===== config.mk =====
export PLATFORM = sky130hd
export DESIGN_NAME = fptd_branch_metric
export DESIGN_NICKNAME = d
export VERILOG_FILES = /design/src/rtl/fptd_branch_metric.sv
export SDC_FILE = /design/constraint.sdc
export NUM_CORES = 1
export LEC_CHECK = 0
export CELL_PAD_IN_SITES_DETAIL_PLACEMENT = 0
export CELL_PAD_IN_SITES_GLOBAL_PLACEMENT = 1
export CORE_ASPECT_RATIO = 2
export CORE_MARGIN = 8
export CORE_UTILIZATION = 37
export CTS_CLUSTER_SIZE = 14
export DETAILED_ROUTE_END_ITERATION = 10
export PLACE_DENSITY = 0.88
export SKIP_CTS_REPAIR_TIMING = 1
export SLEW_MARGIN = 20
export SYNTH_ARGS = -nofsm -noshare
export SYNTH_HDL_FRONTEND = slang
export SYNTH_SLANG_ARGS = --single-unit

===== constraint.sdc =====
create_clock -name Clock -period 4.43 [get_ports Clock]
set_clock_uncertainty 0.2 [all_clocks]
set_input_delay 0.886 -clock Clock [delete_from_list [all_inputs] [get_ports Clock]]
set_output_delay 0.886 -clock Clock [all_outputs]
set_load 0.1 [all_outputs]

===== src/rtl/fptd_branch_metric.sv =====
// Branch-metric stage for one trellis stage of the fully parallel turbo decoder.
// Latches channel LLRs per codeword and registers a priori-combined sums once per iteration.
module fptd_branch_metric #(
    parameter int N       = 5,
    parameter int M       = 6,
    parameter int MaxIter = 8
) (
    input  logic                Clock,
    input  logic                nReset,
    input  logic                Start,
    input  logic signed [N-1:0] llr_sys,
    input  logic signed [N-1:0] llr_par,
    input  logic signed [M-1:0] apriori,
    input  logic                Stall,
    output logic signed [N-1:0] ba2,
    output logic signed [M:0]   ba1ba3,
    output logic signed [M:0]   ba1ba2ba3,
    output logic [7:0]          iter_cnt,
    output logic                Busy,
    output logic                Done
);

    typedef enum logic [1:0] {IDLE, RUN, DONE} state_t;

    state_t              state;
    logic signed [N-1:0] sys_q;
    logic signed [N-1:0] par_q;
    logic signed [M-1:0] a1;
    logic signed [M:0]   sys_ext;
    logic signed [M:0]   par_ext;
    logic signed [M:0]   a1_ext;
    logic                last_iter;

    // With N <= M-1 the three-operand sum always fits in M+1 bits, so no saturation is needed.
    if (N > M - 1) begin : g_width_check
        $error("fptd_branch_metric: N must be <= M-1");
    end

    assign a1        = (iter_cnt == 8'd0) ? '0 : apriori;
    assign sys_ext   = {{(M + 1 - N){sys_q[N-1]}}, sys_q};
    assign par_ext   = {{(M + 1 - N){par_q[N-1]}}, par_q};
    assign a1_ext    = {a1[M-1], a1};
    assign last_iter = (iter_cnt == 8'(MaxIter - 1));

    always_ff @(posedge Clock) begin
        if (!nReset) begin
            state     <= IDLE;
            sys_q     <= '0;
            par_q     <= '0;
            ba2       <= '0;
            ba1ba3    <= '0;
            ba1ba2ba3 <= '0;
            iter_cnt  <= '0;
            Busy      <= 1'b0;
            Done      <= 1'b0;
        end else begin
            case (state)
                IDLE: begin
                    if (Start) begin
                        sys_q    <= llr_sys;
                        par_q    <= llr_par;
                        iter_cnt <= '0;
                        Busy     <= 1'b1;
                        state    <= RUN;
                    end
                end
                RUN: begin
                    // A stalled cycle holds everything so razor-corrected metrics see the same inputs.
                    if (!Stall) begin
                        ba2       <= par_q;
                        ba1ba3    <= a1_ext + sys_ext;
                        ba1ba2ba3 <= a1_ext + sys_ext + par_ext;
                        if (last_iter) begin
                            Busy  <= 1'b0;
                            Done  <= 1'b1;
                            state <= DONE;
                        end else begin
                            iter_cnt <= iter_cnt + 8'd1;
                        end
                    end
                end
                DONE: begin
                    Done  <= 1'b0;
                    state <= IDLE;
                end
                default: begin
                    Busy  <= 1'b0;
                    Done  <= 1'b0;
                    state <= IDLE;
                end
            endcase
        end
    end

endmodule

==> qor.yml, run 1 <==
critical_path:
  reg2reg_depth: 14
  start_kind: "register"
  required_ps: 4430
  slowest_stage: "or4_4"
  crit_path_end_kind: "register"
  path_max_fanout: 6
  reg2reg_from: "iter_cnt[3]$_SDFFE_PN0P_"
  crit_start: "iter_cnt[3]$_SDFFE_PN0P_"
  arrival_ps: 3960
  critPathKind: "register to register"
  critPathMaxStageDelay_ps: 610
  path_cells: "or4_4 > nor4b_4 > nand2b_1 > inv_1 > ha_1 > a21o_1 > a21oi_1 > xnor2_1 > ha_1 > o21ai_0 > o21bai_1 > a21oi_1 > nand3_1 > o211ai_1"
synthesis:
  syn_area_mm2: 0.00226
  synthArstFlopShare_pct: 0
  yosysWarnings: 0
  synth.avg_cell_area_um2: 8.74
  synth.most_common_cell: "nand2_1"
  yosysUniqueCellTypes: 49
  synth_seq_area_share_pct: 36.3
  synth.top_cell.area_share_pct: 36.3
  synth_common_cells: "nand2_1, dfxtp_1, a21boi_0"
  yosysTopAreaCell: "dfxtp_1"
  ys_top_cells_by_area: "dfxtp_1, nand2_1, ha_1, a21boi_0, xnor2_1"
  postSynthCellCount: 259
  synthFlopType: "dfxtp_1"
  synth_edf_count: 0
  syn_nets: 295
  ys_ff_latch: 41
finish:
  drive_gt1_share_pct: 8.74
  syn_to_final_growth_pct: 31.7
  nNetsFinal: 344
  diodes: 0
  seqCellArea_um2: 821
  fillers: 566
  multi_input_area_mm2: 0.00137
timing:
  timing.fmax_mhz: 253
  relSlewSlack_pct: 33.7
  final_max_slew_viol_count: 0
  fin_ws_ps: 471
  whs_ps: 265
  fin_tns_setup_ps: 0
  worst_pin_slew_ps: 991
  fin_crit_ps: 3960
  post-route-period-util_pct: 89.4
  grt_setup_unrepaired: "no"
  setup_viol: 0
  hold_viol: 0
die:
  start_util_pct: 38.0
  die_h_um: 127
  row_count: 40
  die_w_um: 71.3
  die_area_mm2: 0.00903
  core_mm2: 0.00596
  ios: 49
power:
  ir_worst_vdd_mv: 0.199
  leakage_uw: 0.00117
  p_per_area_mw_per_mm2: 336
clock_network:
  ctsRootBufferMaster: "clkbuf_16"
  clock_latency_ps: 280
  clkTransAtPathRegs_ps: 60
  cts_buffers: 5
  cts_tree: "yes"
  cts.sinks: 41
  cts_buffer_depth: 2
  htreeDepth: 2
placement:
  dpl.hpwl_mm: 4.37
  portBuffers: 48
  place_congestion: 0.810
  dp_slack_ps: 457
grt:
  antenna_found_initial: 0
  grt_first_pass_wirelength_mm: 9.48
  overflow: 0
  grt_pass1_vias: 2081
  grt_usage_pct: 13.2
  grt_max_degree: 29
run:
  cap_violations: 0
status:
  status: "finished clean"
hold_path:
  hp-class: "register to register"
  holdPathStages: 2
  hold_path.startpoint: "ba2[3]$_SDFFE_PN0P_"
detailed_routing:
  route.detailed.drc: 0
  routed_wl_mm: 5.59
  ant_nets: 0
  dr.pass1.iters: 4
  vias_per_cell: 5.18
  drt_iter0_drc: 25
  wire_per_inst_um: 15.0
  vias: 1928
[final timing paths]
kind / endpoint / slack, ps
setup / recovery: ba1ba2ba3[6]$_SDFFE_PN0P_ / 470
hold / removal: ba2[3]$_SDFFE_PN0P_ / 270
setup reg to reg: ba1ba2ba3[6]$_SDFFE_PN0P_ / 470
hold reg to reg: ba2[3]$_SDFFE_PN0P_ / 270
[cells in the final DEF (no fill, tap or decap), types with 3 or more instances in the layout]
cell              n
a21boi_0         21
clkdlybuf4s50_1  48
nor2b_1           9
a21o_1            3
inv_1             8
nand2_1          54
and2_1            4
xnor2_1           9
dfxtp_1          41
nand2b_1          4
nand3_1           8
a21oi_1           9
clkbuf_16         5
buf_4             4
nor2_1           11
a211oi_1          3
o21ai_0           9
ha_1             14
[logic make-up (layout without fill, tap and decap cells)]
logic type / after synthesis / after routing / share of synthesized area [%]
adders and majority gates: 16 / 16 / 9.51
DFF: 41 / 41 / 36.3
AOI/OAI and AO/OA: 61 / 61 / 19.7
and+or+nand+nor: 111 / 111 / 26.4
buffers and inverters: 18 / 68 / 3.32
xor gates and xnor gates: 10 / 10 / 3.87
muxes: 2 / 2 / 0.885
[layout make-up]
type	count	share of cell area [%]
clock inverter	1	1.01
inverter	8	1.01
clock buffer	7	4.79
tap	63	2.64
multi-input combinational	200	45.9
sequential	41	27.5
timing repair buffer	52	17.1
[per-stage QoR]
stage                     util [%]  instance area, µm²  total power [µW]  instances
after floorplan                  -                2260               531        259
after global placement        47.1                2810               586        364
after detailed placement      47.1                2810               589        364
after CTS                     50.0                2980              1010        372
after global routing          50.0                2980              1040        372
final                         50.0                2980              1000        372
[registers in the layout, summed over array words and instances, names as in the netlist]
| signal | count |
|---|---|
| iter_cnt | 8 |
| par_q | 5 |
| Done | 1 |
| ba1ba2ba3 | 7 |
| ba2 | 5 |
| Busy | 1 |
| sys_q | 5 |
| state | 2 |
| ba1ba3 | 7 |
[power by group]
part	total (µW)	switching [µW]	leakage, µW	internal (µW)
Sequential	393	10.9	0.000333	382
Combinational	185	118	0.000749	66.9
Clock	421	140	0.0000841	281
Total	1000	269	0.00117	731
[critical path, delay by kind of cell, from the launching register on]
kind	cells	cell delay, ps
AND/OR/NAND/NOR	4	1410
AO/OA/AOI/OAI	6	1090
adder cells (fa/ha/maj)	2	580
flip-flops	1	360
XOR/XNOR	1	180
buffers and inverters	1	60
[routing by layer]
| metal | global-route usage (%) | wire length [µm] | share of wire [%] | up-vias |
|---|---|---|---|---|
| li1 | - | - | - | 992 |
| met1 | 11.5 | 2000 | 36 | 890 |
| met2 | 26.3 | 3230 | 58 | 36 |
| met3 | 2.53 | 192 | 3.4 | 10 |
| met4 | 7.91 | 160 | 2.9 | 0 |
| met5 | 0 | 0 | 0 | - |
Power figures use the tool's default switching activity.
==> inputs of run 2 (changes only) <==
- ABC_CLOCK_PERIOD_IN_PS: not set -> 4430
==> results of run 2 <==
No change in the layout: final DEF, timing and power equal those of run 1.
==> inputs of run 3 (changes only) <==
- MAX_ROUTING_LAYER: not set -> met4
==> run 3 against run 2 <==
  * First-iteration DRC count down 8.0%
  * Maximum frequency is essentially flat
  * Count of clock-buffer cells in the layout did not move
  * Combinational power hardly changed
  * Hold slack unchanged
  * Critical endpoint unchanged
  * Largest cell class unchanged
  * Non-clock buffer count did not move
  * Sequential share of layout area unchanged
  * Utilization did not move
  * Register-to-register slack hardly changed
  * Power hardly changed
==> qor.yml, run 3 (same netlist as run 1, synthesis figures left out) <==
status:
  status: "finished clean"
power:
  p_sw_share_pct: 26.9
  power_frac_seq_pct: 39.4
  leakage_uw: 0.00117
  ir_worst_vdd_mv: 0.199
  combPwrFrac_pct: 18.5
  total_power_uw: 999
  netSwitchingPower_uw: 269
  p_per_area_mw_per_mm2: 335
  p_clk_share_pct: 42.1
  p_int_uw: 731
grt:
  overflow: 0
  antenna_found_initial: 0
  grt_max_degree: 29
  grt_first_pass_wirelength_mm: 9.47
  grt_usage_pct: 13.6
  grt_pass1_vias: 2081
finish:
  final_cell_mix: "nand2_1, clkdlybuf4s50_1, dfxtp_1, a21boi_0, ha_1"
  drive_gt1_share_pct: 8.74
  top_regs: "iter_cnt x8, ba1ba2ba3 x7, ba1ba3 x7"
  largest_reg_flops: 8
  top_register: "iter_cnt"
  layout_commonest_cell: "nand2_1"
  nNetsFinal: 344
  fin_util_pct: 50.0
  syn_to_final_growth_pct: 31.7
  finalNonFillerCells: 372
  fillers: 566
  diodes: 0
timing:
  setup_viol: 0
  relSlewSlack_pct: 33.7
  timing.fmax_mhz: 253
  fin_crit_ps: 3960
  fin_ws_ps: 471
  grt_setup_unrepaired: "no"
  final_max_slew_viol_count: 0
  hold_viol: 0
  fin_tns_setup_ps: 0
  post-route-period-util_pct: 89.4
  worst_pin_slew_ps: 991
placement:
  place_congestion: 0.822
  dp.cells: 364
  dpl.hpwl_mm: 4.37
  dp_slack_ps: 457
  portBuffers: 48
critical_path:
  arrival_ps: 3960
  path_max_fanout: 6
  critPathKind: "register to register"
  start_kind: "register"
  crit_path_end_kind: "register"
  required_ps: 4430
detailed_routing:
  dr.pass1.iters: 4
  vias_per_cell: 5.18
  highest_layer: "met4"
  routedLengthMet1_mm: 2.00
  routed_wl_mm: 5.58
  ant_nets: 0
  wl_met2_mm: 3.23
  vias: 1927
  met3_length_um: 184
  wire_per_inst_um: 15.0
  drt_iter0_drc: 23
  route.detailed.drc: 0
die:
  die_h_um: 127
  ios: 49
  core_mm2: 0.00596
  die_area_mm2: 0.00903
  die_w_um: 71.3
  row_count: 40
  start_util_pct: 38.0
clock_network:
  cts.sinks: 41
  ctsRootBufferMaster: "clkbuf_16"
  clkTransAtPathRegs_ps: 60
  cts_tree: "yes"
  cts_buffers: 5
  clock_latency_ps: 280
  cts_buffer_depth: 2
  htreeDepth: 2
run:
  cap_violations: 0
hold_path:
  hp-class: "register to register"
-- run 3: power by group through the flow --
stage | registers [µW] | clock network [µW] | logic [µW]
4_1_cts | 393 | 430 | 188
2_1_floorplan | 454 | 0 | 77.3
6_report | 393 | 421 | 185
5_1_grt | 395 | 444 | 201
3_3_place_gp | 401 | 0 | 185
3_5_place_dp | 401 | 0 | 187
-- run 3: layout make-up --
type                            instances  area [µm²]  area share [%]
Inverter                                8        30.0            1.01
Multi-Input combinational cell        200        1370            45.9
Clock inverter                          1        30.0            1.01
Tap cell                               63        78.8            2.64
Timing Repair Buffer                   52         510            17.1
Clock buffer                            7         143            4.79
Sequential cell                        41         821            27.5
-- run 3: metrics by stage --
step	hold WS, ps	area, µm²
after floorplan	248	2260
after global placement	255	2810
after detailed placement	259	2810
after CTS	271	2980
after global routing	288	2980
final	265	2980
-- run 3: worst max-delay path, stage by stage, from the launching register on --
cell and delay [ps]:
dfxtp_1 360, or4_4 610, nor4b_4 490, nand2b_1 220, inv_1 60, ha_1 260, a21o_1 190, a21oi_1 170
xnor2_1 180, ha_1 320, o21ai_0 240, o21bai_1 100, a21oi_1 200, nand3_1 90, o211ai_1 190
-- run 3: worst paths after layout --
kind	start	to	slack (ps)	depth (start not counted)
max reg2reg	iter_cnt[3]$_SDFFE_PN0P_	ba1ba2ba3[6]$_SDFFE_PN0P_	470	14
min reg2reg	ba2[3]$_SDFFE_PN0P_	ba2[3]$_SDFFE_PN0P_	270	2
min	ba2[3]$_SDFFE_PN0P_	ba2[3]$_SDFFE_PN0P_	270	2
max	iter_cnt[3]$_SDFFE_PN0P_	ba1ba2ba3[6]$_SDFFE_PN0P_	470	14
-- run 3: routing by layer --
| metal | up-vias | GRT usage (%) |
|---|---|---|
| li1 | 992 | - |
| met1 | 889 | 11.5 |
| met2 | 36 | 26.3 |
| met3 | 10 | 2.45 |
| met4 | 0 | 7.91 |
| met5 | - | - |
